## config.mk

```make
export PLATFORM = sky130hd
export DESIGN_NAME = key_click_decoder_flat
export DESIGN_NICKNAME = d
export VERILOG_FILES = /design/src/rtl/key_pkg.sv /design/src/rtl/key_click_decoder_if.sv /design/src/rtl/key_click_decoder_window_timer.sv /design/src/rtl/key_click_decoder.sv /design/src/flat_wrapper.sv
export SDC_FILE = /design/constraint.sdc
export NUM_CORES = 1
export LEC_CHECK = 0
export BUFFER_PORTS_ARGS = -buffer_cell sky130_fd_sc_hd__buf_2
export CAP_MARGIN = 5
export CORE_AREA = 8 8 55 80
export CTS_CLUSTER_DIAMETER = 120
export CTS_CLUSTER_SIZE = 14
export DETAILED_ROUTE_END_ITERATION = 7
export DIE_AREA = 0 0 63 88
export SYNTH_ARGS = -nofsm -noshare
export SYNTH_HDL_FRONTEND = slang
export SYNTH_SLANG_ARGS = --single-unit
```

## constraint.sdc

```tcl
create_clock -name clk_i -period 4.3 [get_ports clk_i]
set_input_delay 0.645 -clock clk_i [delete_from_list [all_inputs] [get_ports clk_i]]
set_output_delay 0.645 -clock clk_i [all_outputs]
set_load 0.02 [all_outputs]
```

## src/rtl/key_pkg.sv

```systemverilog
// Shared types and helpers for the key input path (debouncer and click decoder).
// Tact math is kept here so both blocks derive their windows identically.
package key_pkg;

    typedef enum logic [1:0] {
        IDLE    = 2'd0,
        COLLECT = 2'd1,
        EMIT    = 2'd2
    } click_state_t;

    function automatic int unsigned calc_tacts(input int unsigned clk_mhz,
                                               input int unsigned time_us);
        return clk_mhz * time_us;
    endfunction

endpackage

```

## src/rtl/key_click_decoder_if.sv

```systemverilog
// Click event channel toward the control FSM: valid/ready plus event payload.
// master drives the event, slave returns ready.
interface key_click_decoder_if #(
    parameter int unsigned MAX_CLICKS = 3
) ();
    localparam int unsigned CW = $clog2(MAX_CLICKS + 1);

    logic          event_valid_o;
    logic          event_ready_i;
    logic [CW-1:0] event_clicks_o;
    logic          event_saturated_o;

    modport master (
        output event_valid_o,
        output event_clicks_o,
        output event_saturated_o,
        input  event_ready_i
    );

    modport slave (
        input  event_valid_o,
        input  event_clicks_o,
        input  event_saturated_o,
        output event_ready_i
    );

endinterface

```

## src/rtl/key_click_decoder_window_timer.sv

```systemverilog
// Restartable up-counter; o_tc flags WINDOW_TACTS-1, combinationally from the count.
// No backpressure: clear has priority over enable, counter holds when disabled.
module window_timer #(
    parameter int unsigned WINDOW_TACTS = 4
) (
    input  logic clk_i,
    input  logic rst_ni,
    input  logic i_clear,
    input  logic i_en,
    output logic o_tc
);
    localparam int unsigned TW = (WINDOW_TACTS > 1) ? $clog2(WINDOW_TACTS) : 1;
    localparam logic [TW-1:0] TC_VAL = TW'(WINDOW_TACTS - 1);

    logic [TW-1:0] r_cnt;

    always_ff @(posedge clk_i or negedge rst_ni) begin
        if (!rst_ni) begin
            r_cnt <= '0;
        end else if (i_clear) begin
            r_cnt <= '0;
        end else if (i_en) begin
            r_cnt <= r_cnt + 1'b1;
        end
    end

    assign o_tc = (r_cnt == TC_VAL);

endmodule

```

## src/rtl/key_click_decoder.sv

```systemverilog
// Groups debounced press strobes into click events by inter-press timeout.
// Event valid WINDOW_TACTS+1 cycles after the last press; one-slot output, presses during a stall are dropped.
module key_click_decoder
    import key_pkg::*;
#(
    parameter int unsigned CLK_FREQ_MHZ = 50,
    parameter int unsigned WINDOW_US    = 300,
    parameter int unsigned MAX_CLICKS   = 3
) (
    input  logic                   clk_i,
    input  logic                   rst_ni,
    input  logic                   key_pressed_stb_i,
    key_click_decoder_if.master    evt_if,
    output logic                   busy_o,
    output logic                   drop_stb_o
);
    localparam int unsigned WINDOW_TACTS = calc_tacts(CLK_FREQ_MHZ, WINDOW_US);
    localparam int unsigned CW           = $clog2(MAX_CLICKS + 1);
    localparam logic [CW-1:0] MAX_CNT    = CW'(MAX_CLICKS);

    click_state_t  r_state;
    logic [CW-1:0] r_cnt;
    logic          r_sat;
    logic          r_valid;
    logic [CW-1:0] r_ev_clicks;
    logic          r_ev_sat;
    logic          r_busy;
    logic          r_drop;

    logic w_tc;
    logic w_hs;
    logic w_tmr_clear;
    logic w_tmr_en;

    // Timer only runs while collecting; any strobe restarts the window.
    assign w_tmr_en    = (r_state == COLLECT);
    assign w_tmr_clear = key_pressed_stb_i || (r_state != COLLECT);
    assign w_hs        = r_valid && evt_if.event_ready_i;

    window_timer #(
        .WINDOW_TACTS (WINDOW_TACTS)
    ) u_window_timer (
        .clk_i   (clk_i),
        .rst_ni  (rst_ni),
        .i_clear (w_tmr_clear),
        .i_en    (w_tmr_en),
        .o_tc    (w_tc)
    );

    always_ff @(posedge clk_i or negedge rst_ni) begin
        if (!rst_ni) begin
            r_state     <= IDLE;
            r_cnt       <= '0;
            r_sat       <= 1'b0;
            r_valid     <= 1'b0;
            r_ev_clicks <= '0;
            r_ev_sat    <= 1'b0;
            r_busy      <= 1'b0;
            r_drop      <= 1'b0;
        end else begin
            r_drop <= 1'b0;
            case (r_state)
                IDLE: begin
                    if (key_pressed_stb_i) begin
                        r_state <= COLLECT;
                        r_cnt   <= CW'(1);
                        r_sat   <= 1'b0;
                        r_busy  <= 1'b1;
                    end
                end
                COLLECT: begin
                    // A strobe on the terminal-count cycle extends the sequence.
                    if (key_pressed_stb_i) begin
                        if (r_cnt < MAX_CNT) begin
                            r_cnt <= r_cnt + 1'b1;
                        end else begin
                            r_sat <= 1'b1;
                        end
                    end else if (w_tc) begin
                        r_state     <= EMIT;
                        r_valid     <= 1'b1;
                        r_ev_clicks <= r_cnt;
                        r_ev_sat    <= r_sat;
                    end
                end
                EMIT: begin
                    if (w_hs) begin
                        r_valid <= 1'b0;
                        if (key_pressed_stb_i) begin
                            r_state <= COLLECT;
                            r_cnt   <= CW'(1);
                            r_sat   <= 1'b0;
                        end else begin
                            r_state <= IDLE;
                            r_busy  <= 1'b0;
                        end
                    end else if (key_pressed_stb_i) begin
                        r_drop <= 1'b1;
                    end
                end
                default: begin
                    r_state <= IDLE;
                    r_valid <= 1'b0;
                    r_busy  <= 1'b0;
                end
            endcase
        end
    end

    assign evt_if.event_valid_o     = r_valid;
    assign evt_if.event_clicks_o    = r_ev_clicks;
    assign evt_if.event_saturated_o = r_ev_sat;
    assign busy_o                   = r_busy;
    assign drop_stb_o               = r_drop;

endmodule

```

## src/flat_wrapper.sv

```systemverilog
// flat-port wrapper written by rule: the top's interface ports become plain ports
module key_click_decoder_flat import key_pkg::*;
#(
    parameter int unsigned CLK_FREQ_MHZ = 50,
    parameter int unsigned WINDOW_US    = 300,
    parameter int unsigned MAX_CLICKS   = 3
)
  (clk_i, rst_ni, key_pressed_stb_i, busy_o, drop_stb_o, evt_if_event_valid_o, evt_if_event_clicks_o, evt_if_event_saturated_o, evt_if_event_ready_i);
  key_click_decoder_if #(.MAX_CLICKS(MAX_CLICKS)) evt_if_i ();
  input  logic clk_i;
  input  logic rst_ni;
  input  logic key_pressed_stb_i;
  output logic busy_o;
  output logic drop_stb_o;
  output wire logic [$bits(evt_if_i.event_valid_o)-1:0] evt_if_event_valid_o;
  output wire logic [$bits(evt_if_i.event_clicks_o)-1:0] evt_if_event_clicks_o;
  output wire logic [$bits(evt_if_i.event_saturated_o)-1:0] evt_if_event_saturated_o;
  input wire logic [$bits(evt_if_i.event_ready_i)-1:0] evt_if_event_ready_i;
  assign evt_if_event_valid_o = evt_if_i.event_valid_o;
  assign evt_if_event_clicks_o = evt_if_i.event_clicks_o;
  assign evt_if_event_saturated_o = evt_if_i.event_saturated_o;
  assign evt_if_i.event_ready_i = evt_if_event_ready_i;
  key_click_decoder #(.CLK_FREQ_MHZ(CLK_FREQ_MHZ), .WINDOW_US(WINDOW_US), .MAX_CLICKS(MAX_CLICKS)) u_core (.clk_i(clk_i), .rst_ni(rst_ni), .key_pressed_stb_i(key_pressed_stb_i), .evt_if(evt_if_i), .busy_o(busy_o), .drop_stb_o(drop_stb_o));
endmodule
```

==> flow_summary.yaml, run 1 <==
drt:
  route.detailed.drc: 0
  final_antenna_net_count: 0
  routed_via_density: 5.79
  drtPass1Iterations: 4
  wl_per_cell_um: 15.3
  wl_um: 2550
  vias: 967
  drtIter0Drc: 41
global_routing:
  grt_pass1_wl_um: 4470
  overflow: 0
  grt_max_degree: 26
  grtUsageTotal_pct: 9.79
  antenna_found_initial: 0
  grt_pass1_vias: 1036
final_layout:
  final_cell_mix: "dfrtp_1 (25), nand2_1 (10), buf_2 (9), a21oi_1 (7), nor2_1 (6)"
  final_common_cell: "dfrtp_1"
  fin_util_pct: 41.8
  diodes: 0
  final_nets: 132
  layout-drive-gt1-share_pct: 16.0
  fillCellCount: 313
  area_growth_pct: 10.4
job:
  drv_cap: 0
power:
  powerDensity_nw_per_um2: 324
  peakVddDrop_v: 0.000155
  p_leak_nw: 0.585
critical_path:
  crit_type: "reg2reg"
  reg2reg_depth: 4
  arrival_ns: 1.79
  worstSetupEndpointType: "flop"
  cp.required_ns: 4.45
  worstSetupStartpointType: "flop"
  crit_fanout: 5
  ff2ff_setup_slack_ns: 2.65
  r2r-start: "u_core.u_window_timer.r_cnt[0]$_DFFE_PN0P_"
  rr_endpoint: "u_core.evt_if.event_clicks_o[0]$_DFFE_PN0P_"
clock_tree:
  cts_htree_levels: 1
  cts_buffer_depth: 2
  path_clk_slew_ns: 0.08
  clk_latency_ns: 0.26
  cts_setup_buffers: 0
  cts.sinks: 25
  tritoncts: "built"
  cts_hold_buf: 0
  cts_buffers: 3
  cts.repair.resized: 0
  root_buffer: "clkbuf_8"
die:
  die_y_um: 88
  coreArea_um2: 3290
  dieArea_um2: 5540
  ios: 10
  die_w_um: 63
  rows: 26
  initial_core_util_pct: 37.9
sta:
  relSlewSlack_pct: 63.1
  finalSetupViolCount: 0
  fin_crit_sh_pct: 38.3
  layout_min_cycle_time_ns: 1.65
  hold_viol: 0
  tightest_slew_ns: 0.554
  max_freq_mhz: 606
  rsz0062_at_grt: "false"
  finClkSkew_ns: 0.00229
  drv_slew: 0
  finalHoldWorstSlack_ns: 0.363
  finalSetupTns_ns: 0
place:
  gp_congestion: 0.869
  io_buffer_count: 9
  dp.final_hpwl_um: 1900
logic_synthesis:
  syn_avg_cell_area_um2: 10.8
  yosysUniqueCellTypes: 38
  syn_inst: 115
  synthFlopType: "dfrtp_1"
  yosys_warnings: 0
  ys_seq_area_share_pct: 50.3
  synth_edf_count: 0
  syn_nets: 121
  ys_seq_elements: 25
  synth-async-reset-ratio_pct: 100
  synthesis.area_um2: 1240
run_status:
  outcome: "finished, final reports clean"
hold_path:
  hold_path_class: "in2async"
power by group:
group	total [mW]	internal [mW]	switching, mW
combinational	0.0474	0.0221	0.0253
clock	0.136	0.0661	0.0700
sequential	0.261	0.248	0.0136
total	0.445	0.336	0.109
Yosys cell counts, types with 3 or more instances:
cell	number	area (um^2)
a21oi_1	7	35.0
nor3b_1	3	22.5
mux2i_1	3	30.0
or4_1	4	30.0
o31ai_1	4	30.0
nor2_1	6	22.5
dfrtp_1	25	626
nand2b_1	4	25.0
or3_1	3	18.8
o21ai_0	5	25.0
nand2_1	10	37.5
mux2_1	3	33.8
nand3_1	5	25.0
per-layer routing:
layer | wire (um) | track usage [%] | vias to the layer above | part of all wire (%)
met4 | 57 | 5.42 | 0 | 2.2
met5 | 0 | 0 | - | 0
met1 | 1050 | 10.2 | 487 | 41
met2 | 1320 | 17.4 | 25 | 52
li1 | - | - | 449 | -
met3 | 117 | 2.69 | 6 | 4.6
critical path, stage by stage (launching register included):
cell	delay, ns
dfrtp_1	0.43
ha_1	0.29
and4_1	0.24
nand4_1	0.21
mux2_1	0.37
sequential cells by signal, summed over array words and instances, names as in the netlist, 2 cells and up:
| register | flops |
|---|---|
| u_core.r_state | 2 |
| u_core.r_cnt | 2 |
| u_core.evt_if.event_clicks_o | 2 |
| u_core.u_window_timer.r_cnt | 14 |
cell type report:
class / count / area (um^2) / area share (%)
inverter: 2 / 7.51 / 0.547
multi-input combinational: 85 / 597 / 43.5
clock buffer: 4 / 45.0 / 3.28
tap: 42 / 52.6 / 3.83
timing repair buffer: 9 / 45.0 / 3.28
sequential: 25 / 626 / 45.6
worst max-delay path by stage:
stage / start / endpoint / slack [ns] / cells past startpoint
after global routing: u_core.u_window_timer.r_cnt[0]$_DFFE_PN0P_ / u_core.evt_if.event_clicks_o[0]$_DFFE_PN0P_ / 2.56 / 4
final: u_core.u_window_timer.r_cnt[0]$_DFFE_PN0P_ / u_core.evt_if.event_clicks_o[0]$_DFFE_PN0P_ / 2.65 / 4
after floorplan: key_pressed_stb_i / u_core.evt_if.event_clicks_o[0]$_DFFE_PN0P_ / 2.62 / 4
after CTS: u_core.u_window_timer.r_cnt[0]$_DFFE_PN0P_ / u_core.evt_if.event_clicks_o[0]$_DFFE_PN0P_ / 2.65 / 4
after global placement: key_pressed_stb_i / u_core.evt_if.event_clicks_o[0]$_DFFE_PN0P_ / 2.58 / 4
after detailed placement: key_pressed_stb_i / u_core.evt_if.event_clicks_o[0]$_DFFE_PN0P_ / 2.53 / 4
logic make-up after synthesis:
group           Yosys count  synth area share, %
xor+xnor                  3                 2.11
buf+inv                   5                 1.71
fa+ha+maj                 2                 2.01
flops                    25                 50.3
compound gates           24                 12.9
simple gates             50                 25.9
mux                       6                 5.13
metrics by stage:
step	area [um^2]	power, mW	setup slack, ns	instances
2_1_floorplan	1240	0.296	2.62	115
3_3_place_gp	1330	0.311	2.58	163
3_5_place_dp	1330	0.314	2.53	163
4_1_cts	1370	0.449	2.65	167
5_1_grt	1370	0.467	2.56	167
6_report	1370	0.445	2.65	167
No activity file was read; power rests on OpenSTA's default activity.
==> inputs of run 2 (changes only) <==
==> constraint.sdc (replaced) <==
create_clock -name clk_i -period 1.45 [get_ports clk_i]
set_input_delay 0.2175 -clock clk_i [delete_from_list [all_inputs] [get_ports clk_i]]
set_output_delay 0.2175 -clock clk_i [all_outputs]
set_load 0.02 [all_outputs]
==> flow_summary.yaml, run 2 (synthesized netlist as in run 1, its figures left out) <==
run_status:
  outcome: "finished, final reports clean"
clock_tree:
  tritoncts: "built"
  root_buffer: "clkbuf_8"
  clk_latency_ns: 0.26
  cts_htree_levels: 1
  path_clk_slew_ns: 0.09
  cts_buffers: 3
  cts.sinks: 25
  cts_buffer_depth: 2
power:
  switchingPower_uw: 336
  p_sw_share_pct: 25.0
  p_int_mw: 1.01
  powerDensity_nw_per_um2: 844
  pwr-share-comb_pct: 12.0
  clkPwrFrac_pct: 30.2
  sequentialPowerShare_pct: 57.8
  peakVddDrop_v: 0.000667
  p_leak_nw: 0.696
  total_power_mw: 1.34
hold_path:
  hold_path_class: "in2reg"
  worstHoldStart: "evt_if_event_ready_i"
global_routing:
  grt_pass1_wl_um: 4580
  grt_pass1_vias: 985
  overflow: 0
  antenna_found_initial: 0
  grtUsageTotal_pct: 10.1
  grt_max_degree: 26
critical_path:
  crit_type: "reg2reg"
  crit_buf_inv: 1
  path_cells: "and4bb_2, nand4_1, buf_6, mux2_4"
  cp_top_family: "flip-flops"
  r2r-start: "u_core.u_window_timer.r_cnt[5]$_DFFE_PN0P_"
  arrival_ns: 1.58
  worstSetupEndpointType: "flop"
  critPathLaunch: "u_core.u_window_timer.r_cnt[5]$_DFFE_PN0P_"
  cp.required_ns: 1.60
  crit_path_max_incr_delay_ns: 0.45
  crit_fanout: 5
  worst_path_max_delay_cell: "dfrtp_2"
  worstSetupStartpointType: "flop"
drt:
  routed_via_density: 5.51
  drtIter0Drc: 21
  route.detailed.drc: 0
  wl_per_cell_um: 14.9
  final_antenna_net_count: 0
  drtPass1Iterations: 4
  wl_um: 2770
  vias: 1024
place:
  gp_congestion: 0.820
  dp.final_hpwl_um: 2050
  place_ws_ns: -0.0701
  dp.cells: 174
  io_buffer_count: 9
sta:
  finalSetupViolCount: 0
  drv_slew: 0
  rsz0062_at_grt: "true"
  hold_viol: 0
  finClkSkew_ns: 0.00447
  relSlewSlack_pct: 62.4
  max_freq_mhz: 700
  fin_crit_sh_pct: 98.5
  tightest_slew_ns: 0.564
  layout_min_cycle_time_ns: 1.43
  layout_setup_ws_ns: 0.0220
final_layout:
  final_cells: 186
  multi_input_area_um2: 662
  final_cell_mix: "dfrtp_1 (21), buf_4 (17), nand2_1 (10), buf_2 (9)"
  layout-drive-gt1-share_pct: 36.1
  diodes: 0
  area_growth_pct: 28.1
  regArea_um2: 631
  top_register: "u_core.u_window_timer.r_cnt"
  largest_register_ffs: 14
  fin_util_pct: 48.5
  final_nets: 151
  fillCellCount: 293
  final_common_cell: "dfrtp_1"
die:
  ios: 10
  die_y_um: 88
  rows: 26
  coreArea_um2: 3290
  dieArea_um2: 5540
  die_w_um: 63
  initial_core_util_pct: 37.9
job:
  drv_cap: 0
==> run 2: area by class of cell <==
cell class / instances / area share, %
multi-input cells: 85 / 41.6
flip-flops and latches: 25 / 39.6
repair buffers: 28 / 12.2
well taps: 42 / 3.30
clock buffers: 3 / 2.59
inverters: 2 / 0.471
clock inverters: 1 / 0.314
==> run 2: worst min-delay path: stages <==
cell and delay, ns:
buf_2 0.09, o21ai_0 0.07, nand2_1 0.06, nand2_1 0.04
==> run 2: timing repair <==
action                     CTS  global route
resized for setup            2            14
buffers inserted             0             7
hold buffers                 1             0
pin swaps                    1             7
cloned                       0             0
setup endpoints to repair    4             8
hold endpoints to repair    25             0
==> run 2: per-stage QoR <==
stage | hold slack, ns | area [um^2] | TNS, ns
after global routing | 0.269 | 1590 | -0.0791
after detailed placement | 0.245 | 1410 | -0.193
final | 0.250 | 1590 | 0
after floorplan | -0.0781 | 1250 | 0
after global placement | 0.231 | 1410 | -0.0534
after CTS | 0.247 | 1480 | -0.0314
==> run 2: routing by layer <==
metal | track usage [%] | part of all wire (%) | up-vias
met1 | 9.95 | 41 | 515
met5 | 0 | 0 | -
met3 | 1.79 | 2.6 | 4
met4 | 5.21 | 1.7 | 0
met2 | 19.6 | 55 | 13
li1 | - | - | 492
==> run 2: power groups by stage <==
stage	logic (mW)	registers [mW]	clock network, mW
3_3_place_gp	0.151	0.784	0
4_1_cts	0.163	0.774	0.421
6_report	0.162	0.777	0.406
3_5_place_dp	0.161	0.788	0
5_1_grt	0.182	0.784	0.452
2_1_floorplan	0.0974	0.781	0
==> run 2: path summary, 6_finish.rpt <==
check,end,slack [ns],cells past startpoint
min,u_core.evt_if.event_valid_o$_DFFE_PN0P_,0.25,4
max in group asynchronous,u_core.u_window_timer.r_cnt[4]$_DFFE_PN0P_,0.57,2
min in group asynchronous,u_core.evt_if.event_valid_o$_DFFE_PN0P_,0.48,2
min reg2reg,u_core.evt_if.event_clicks_o[0]$_DFFE_PN0P_,0.52,1
max reg2reg,u_core.evt_if.event_saturated_o$_DFFE_PN0P_,0.02,4
max,u_core.evt_if.event_saturated_o$_DFFE_PN0P_,0.02,4
